<file path="config.mk">
export PLATFORM = sky130hd
export DESIGN_NAME = booth_mul_sequencer
export DESIGN_NICKNAME = d
export VERILOG_FILES = /design/src/rtl/booth_mul_sequencer.sv
export SDC_FILE = /design/constraint.sdc
export NUM_CORES = 1
export LEC_CHECK = 0
export CELL_PAD_IN_SITES_DETAIL_PLACEMENT = 0
export CELL_PAD_IN_SITES_GLOBAL_PLACEMENT = 1
export CORE_MARGIN = 1
export CORE_UTILIZATION = 38
export CTS_BUF_LIST = sky130_fd_sc_hd__clkbuf_8
export DETAILED_ROUTE_END_ITERATION = 7
export GPL_TIMING_DRIVEN = 0
export PLACE_DENSITY = 0.91
export SLEW_MARGIN = 20
export SYNTH_ARGS = -nofsm -noshare
export SYNTH_HDL_FRONTEND = slang
export SYNTH_SLANG_ARGS = --single-unit
</file>
<file path="constraint.sdc">
create_clock -name clk -period 5.2 [get_ports clk]
set_input_delay 1.3 -clock clk [delete_from_list [all_inputs] [get_ports clk]]
set_output_delay 1.3 -clock clk [all_outputs]
set_load 0.1 [all_outputs]
</file>
<file path="src/rtl/booth_mul_sequencer.sv">
// booth_mul_sequencer: valid/ready issue stage for booth_multiplier with result capture, watchdog and optional MAC
// Ports: in_* operand stream (valid/ready, sign, a, b, last); mul_* start/operands to and product/ready from
// the multiplier; out_* result stream (valid/ready, data, err); timeout_sticky latches any watchdog abort.
// Define BOOTH_SEQ_ACC_EN to build the accumulator: results are then emitted only on in_last beats.
module booth_mul_sequencer #(
  parameter int MUL_WIDTH      = 4,
  parameter int ACC_WIDTH      = 12,
  parameter int TIMEOUT_CYCLES = 64
) (
  input  logic                   clk,
  input  logic                   rst_n,
  input  logic                   in_valid,
  output logic                   in_ready,
  input  logic                   in_sign,
  input  logic [MUL_WIDTH-1:0]   in_a,
  input  logic [MUL_WIDTH-1:0]   in_b,
  input  logic                   in_last,
  output logic                   mul_start,
  output logic                   mul_sign,
  output logic [MUL_WIDTH-1:0]   mul_data_in1,
  output logic [MUL_WIDTH-1:0]   mul_data_in2,
  input  logic [2*MUL_WIDTH-1:0] mul_data_out,
  input  logic                   mul_ready,
  output logic                   out_valid,
  input  logic                   out_ready,
  output logic [ACC_WIDTH-1:0]   out_data,
  output logic                   out_err,
  output logic                   timeout_sticky
);
  localparam int PW = 2 * MUL_WIDTH;
  localparam int CW = $clog2(TIMEOUT_CYCLES + 1);
  localparam logic [ACC_WIDTH-1:0] HI_MASK = {ACC_WIDTH{1'b1}} << PW;
  typedef enum logic [1:0] {IDLE, ISSUE, WAIT, OUT} state_e;
  state_e state_q, state_d;
  logic sign_q, sign_d;
  logic [MUL_WIDTH-1:0] a_q, a_d, b_q, b_d;
  logic rdy_q;
  logic [CW-1:0] cnt_q, cnt_d;
  logic [ACC_WIDTH-1:0] data_q, data_d, prod_ext;
  logic err_q, err_d, sticky_q, sticky_d;
  logic done;
`ifdef BOOTH_SEQ_ACC_EN
  logic last_q, last_d;
  logic [ACC_WIDTH-1:0] acc_q, acc_d;
`else
  logic unused_last;
  assign unused_last = in_last;
`endif
  // only a low->high transition of the done level counts, so a level left high by a previous job is ignored
  assign done = mul_ready && !rdy_q;
  // sign-extend by OR-ing ones above the product when it is a negative signed result
  assign prod_ext = ACC_WIDTH'(mul_data_out) | ((sign_q && mul_data_out[PW-1]) ? HI_MASK : '0);
  assign in_ready = rst_n && state_q == IDLE;
  assign mul_start = state_q == ISSUE;
  assign out_valid = state_q == OUT;
  assign mul_sign = sign_q;
  assign mul_data_in1 = a_q;
  assign mul_data_in2 = b_q;
  assign out_data = data_q;
  assign out_err = err_q;
  assign timeout_sticky = sticky_q;
  always_comb begin
    state_d = state_q;
    sign_d = sign_q;
    a_d = a_q;
    b_d = b_q;
    cnt_d = cnt_q;
    data_d = data_q;
    err_d = err_q;
    sticky_d = sticky_q;
`ifdef BOOTH_SEQ_ACC_EN
    last_d = last_q;
    acc_d = acc_q;
`endif
    unique case (state_q)
      IDLE: if (in_valid) begin
        sign_d = in_sign;
        a_d = in_a;
        b_d = in_b;
`ifdef BOOTH_SEQ_ACC_EN
        last_d = in_last;
`endif
        state_d = ISSUE;
      end
      ISSUE: begin
        cnt_d = '0;
        state_d = WAIT;
      end
      WAIT: if (done) begin
`ifdef BOOTH_SEQ_ACC_EN
        if (last_q) begin
          data_d = acc_q + prod_ext;
          acc_d = '0;
          err_d = 1'b0;
          state_d = OUT;
        end else begin
          acc_d = acc_q + prod_ext;
          state_d = IDLE;
        end
`else
        data_d = prod_ext;
        err_d = 1'b0;
        state_d = OUT;
`endif
      end else if (cnt_q == CW'(TIMEOUT_CYCLES - 1)) begin
        data_d = '0;
        err_d = 1'b1;
        sticky_d = 1'b1;
`ifdef BOOTH_SEQ_ACC_EN
        acc_d = '0;
`endif
        state_d = OUT;
      end else begin
        cnt_d = cnt_q + CW'(1);
      end
      OUT: if (out_ready) begin
        err_d = 1'b0;
        state_d = IDLE;
      end
      default: state_d = IDLE;
    endcase
  end
  always_ff @(posedge clk or negedge rst_n) begin
    if (!rst_n) begin
      state_q <= IDLE;
      sign_q <= 1'b0;
      a_q <= '0;
      b_q <= '0;
      rdy_q <= 1'b0;
      cnt_q <= '0;
      data_q <= '0;
      err_q <= 1'b0;
      sticky_q <= 1'b0;
`ifdef BOOTH_SEQ_ACC_EN
      last_q <= 1'b0;
      acc_q <= '0;
`endif
    end else begin
      state_q <= state_d;
      sign_q <= sign_d;
      a_q <= a_d;
      b_q <= b_d;
      rdy_q <= mul_ready;
      cnt_q <= cnt_d;
      data_q <= data_d;
      err_q <= err_d;
      sticky_q <= sticky_d;
`ifdef BOOTH_SEQ_ACC_EN
      last_q <= last_d;
      acc_q <= acc_d;
`endif
    end
  end
endmodule

</file>
==> impl_metrics.toml <==
[yosys]
synth.top_cell.area_share_pct = 55.8
synth_flop_cell = "dfrtp_1"
synth_nets = 141
yosysUniqueCellTypes = 30
yosysWarnings = 0
ys_seq_area_share_pct = 55.8
ys_ff_latch = 30
synth_area_leaders = "dfrtp_1 (56%), mux2_2 (7.5%), ha_1 (5.6%), a22o_1 (5.2%), o21ai_0 (2.6%)"
yosysTopAreaCell = "dfrtp_1"
synth-edff-count = 0
synth_cells = 112
synthArstFlopShare_pct = 100
syn_area_per_cell_sq_um = 12.0
netlist_area_sq_um = 1350
synth_most_common_cell = "dfrtp_1"
yosys-top-cells-count = "dfrtp_1 (30), mux2_2 (9), a22o_1 (8), inv_1 (8), o21ai_0 (7)"

[outcome]
status = "finished, final reports clean"

[sta]
setup_tns_ps = 0
setup_viol = 0
maxSlewViolCount = 0
worst_pin_slew_ps = 992
fmax_mhz = 223
rsz0062_at_grt = "false"
slew_headroom_pct = 33.7
hold_violations = 0
fin_ws_ps = 722
period_minus_slack_ps = 4480
fin_crit_sh_pct = 86.1
fin_hold_ws_ps = 479
clock_skew_ps = 2.56

[worst_setup_path]
worstRegToRegCells = 7
r2r_end = "cnt_q[3]$_DFFE_PN0P_"
cp_max_fo = 31
cp.arrival_ps = 3180
required_ps = 3900
worstReg2RegStart = "state_q[0]$_DFFE_PN0P_"
critPathKind = "input pin to output port"
ff2ff_setup_slack_ps = 3290
startpoint_type = "input pin"
endpoint_kind = "output port"

[placement]
port_buffers = 47
gp_congestion = 0.738
dp.cells = 205
pre_cts_slack_ps = 684
dp_hpwl_um = 2270

[grt]
met2_usage_pct = 29.5
grt_overflow = 0
grt_pass1_wl_um = 4590
antenna_found_initial = 0
grt_max_degree = 32
grt_pass1_vias = 1039
grtUsageTotal_pct = 17.2
globalRouteMet3Util_pct = 6.93
met1_usage_pct = 19.4
grt.busiest_layer = "met2"

[layout]
layout-drive-gt1-share_pct = 14.4
fin_nets = 195
fillCellCount = 298
diodes = 0
final_cells = 213
area_growth_pct = 46.9

[drt]
routed_wl_um = 2990
drcViolationCount = 0
wire_per_inst_um = 14.0
ant_nets = 0
drt-pass1-iter-count = 4
via_per_inst = 5.03
dr.first_iter.drc_count = 36
vias = 1072

[die]
die_w_um = 61.5
dieArea_sq_um = 3780
start_util_pct = 40.0
io_pins = 49
num_rows = 21
die_h_um = 61.5
core_sq_um = 3360

[clock_tree]
htree_num_levels = 2
post-cts-setup-buffers = 0
clock-sinks = 30
hold_buffers = 0
insertion_delay_ps = 280
cts_made_buffers = 5
clk_pin_slew_ps = 60
clk_path_buf_depth = 2
post_cts_resized = 0
cts_tree = "done"
root_buffer = "clkbuf_8"

[worst_hold_path]
worstHoldPathType = "register to register"
min_to = "timeout_sticky$_DFFE_PN0P_"
holdCritStartpoint = "timeout_sticky$_DFFE_PN0P_"
hold-path-cell-count = 1

[job]
cap_violations = 0
-- area by class of cell --
| class | instances | area, sq um | share of cell area (%) |
|---|---|---|---|
| plain buffers | 5 | 30.0 | 1.52 |
| clock buffers | 5 | 68.8 | 3.48 |
| clock inverters | 3 | 40.0 | 2.02 |
| inverters | 8 | 30.0 | 1.52 |
| multi-input cells | 69 | 536 | 27.1 |
| flip-flops and latches | 30 | 751 | 38.0 |
| well taps | 46 | 57.6 | 2.91 |
| repair buffers | 47 | 465 | 23.5 |
-- state kept, by name (all words and copies together), names as in the netlist --
register and flops:
out_data 9, cnt_q 7, mul_data_in1 4, mul_data_in2 4, state_q 2, mul_sign 1, out_err 1, rdy_q 1
timeout_sticky 1
-- placed cells by master, fill, tap and decap left out, types with 2 or more instances in the layout --
master,n
o31ai_1,3
o21a_1,2
a22o_1,8
inv_1,8
clkbuf_1,2
buf_4,3
nor2_1,6
clkinv_2,2
nand3_1,2
clkdlybuf4s50_1,46
ha_1,6
mux2_2,9
clkbuf_8,5
nand2_1,6
o21ai_0,7
and2_1,3
dfrtp_1,30
nand3b_1,2
-- worst max-delay path, stage by stage --
cell	delay [ps]
buf_2	510
and2_1	210
clkdlybuf4s50_1	1140
-- per-stage QoR --
stage | area (sq um) | utilization, %
2_1_floorplan | 1350 | -
3_3_place_gp | 1870 | 55.7
3_5_place_dp | 1870 | 55.6
4_1_cts | 1980 | 58.8
5_1_grt | 1980 | 58.8
6_report | 1980 | 58.8
-- cell families after synthesis --
group,after synthesis,share of synthesized area [%]
and+or+nand+nor,24,9.67
muxes,10,8.64
adders and majority gates,6,5.58
AOI/OAI and AO/OA,29,15.9
DFF,30,55.8
buffers and inverters,13,4.46
-- worst max-delay path by stage --
stage,start,to,cells after the start,slack (ps)
CTS,rst_n,in_ready,3,680
finish,rst_n,in_ready,3,720
detailed placement,rst_n,in_ready,3,680
global placement,rst_n,in_ready,3,-190
floorplan,rst_n,in_ready,1,1860
global route,rst_n,in_ready,3,570
-- metal layers --
layer,vias to the layer above,part of all wire (%)
met3,6,7.1
met5,-,0
met4,0,1.4
li1,505,-
met1,523,42
met2,38,49
Power is not shown: default switching activity piles up to over one toggle a cycle in this logic, so the estimate is an artifact.
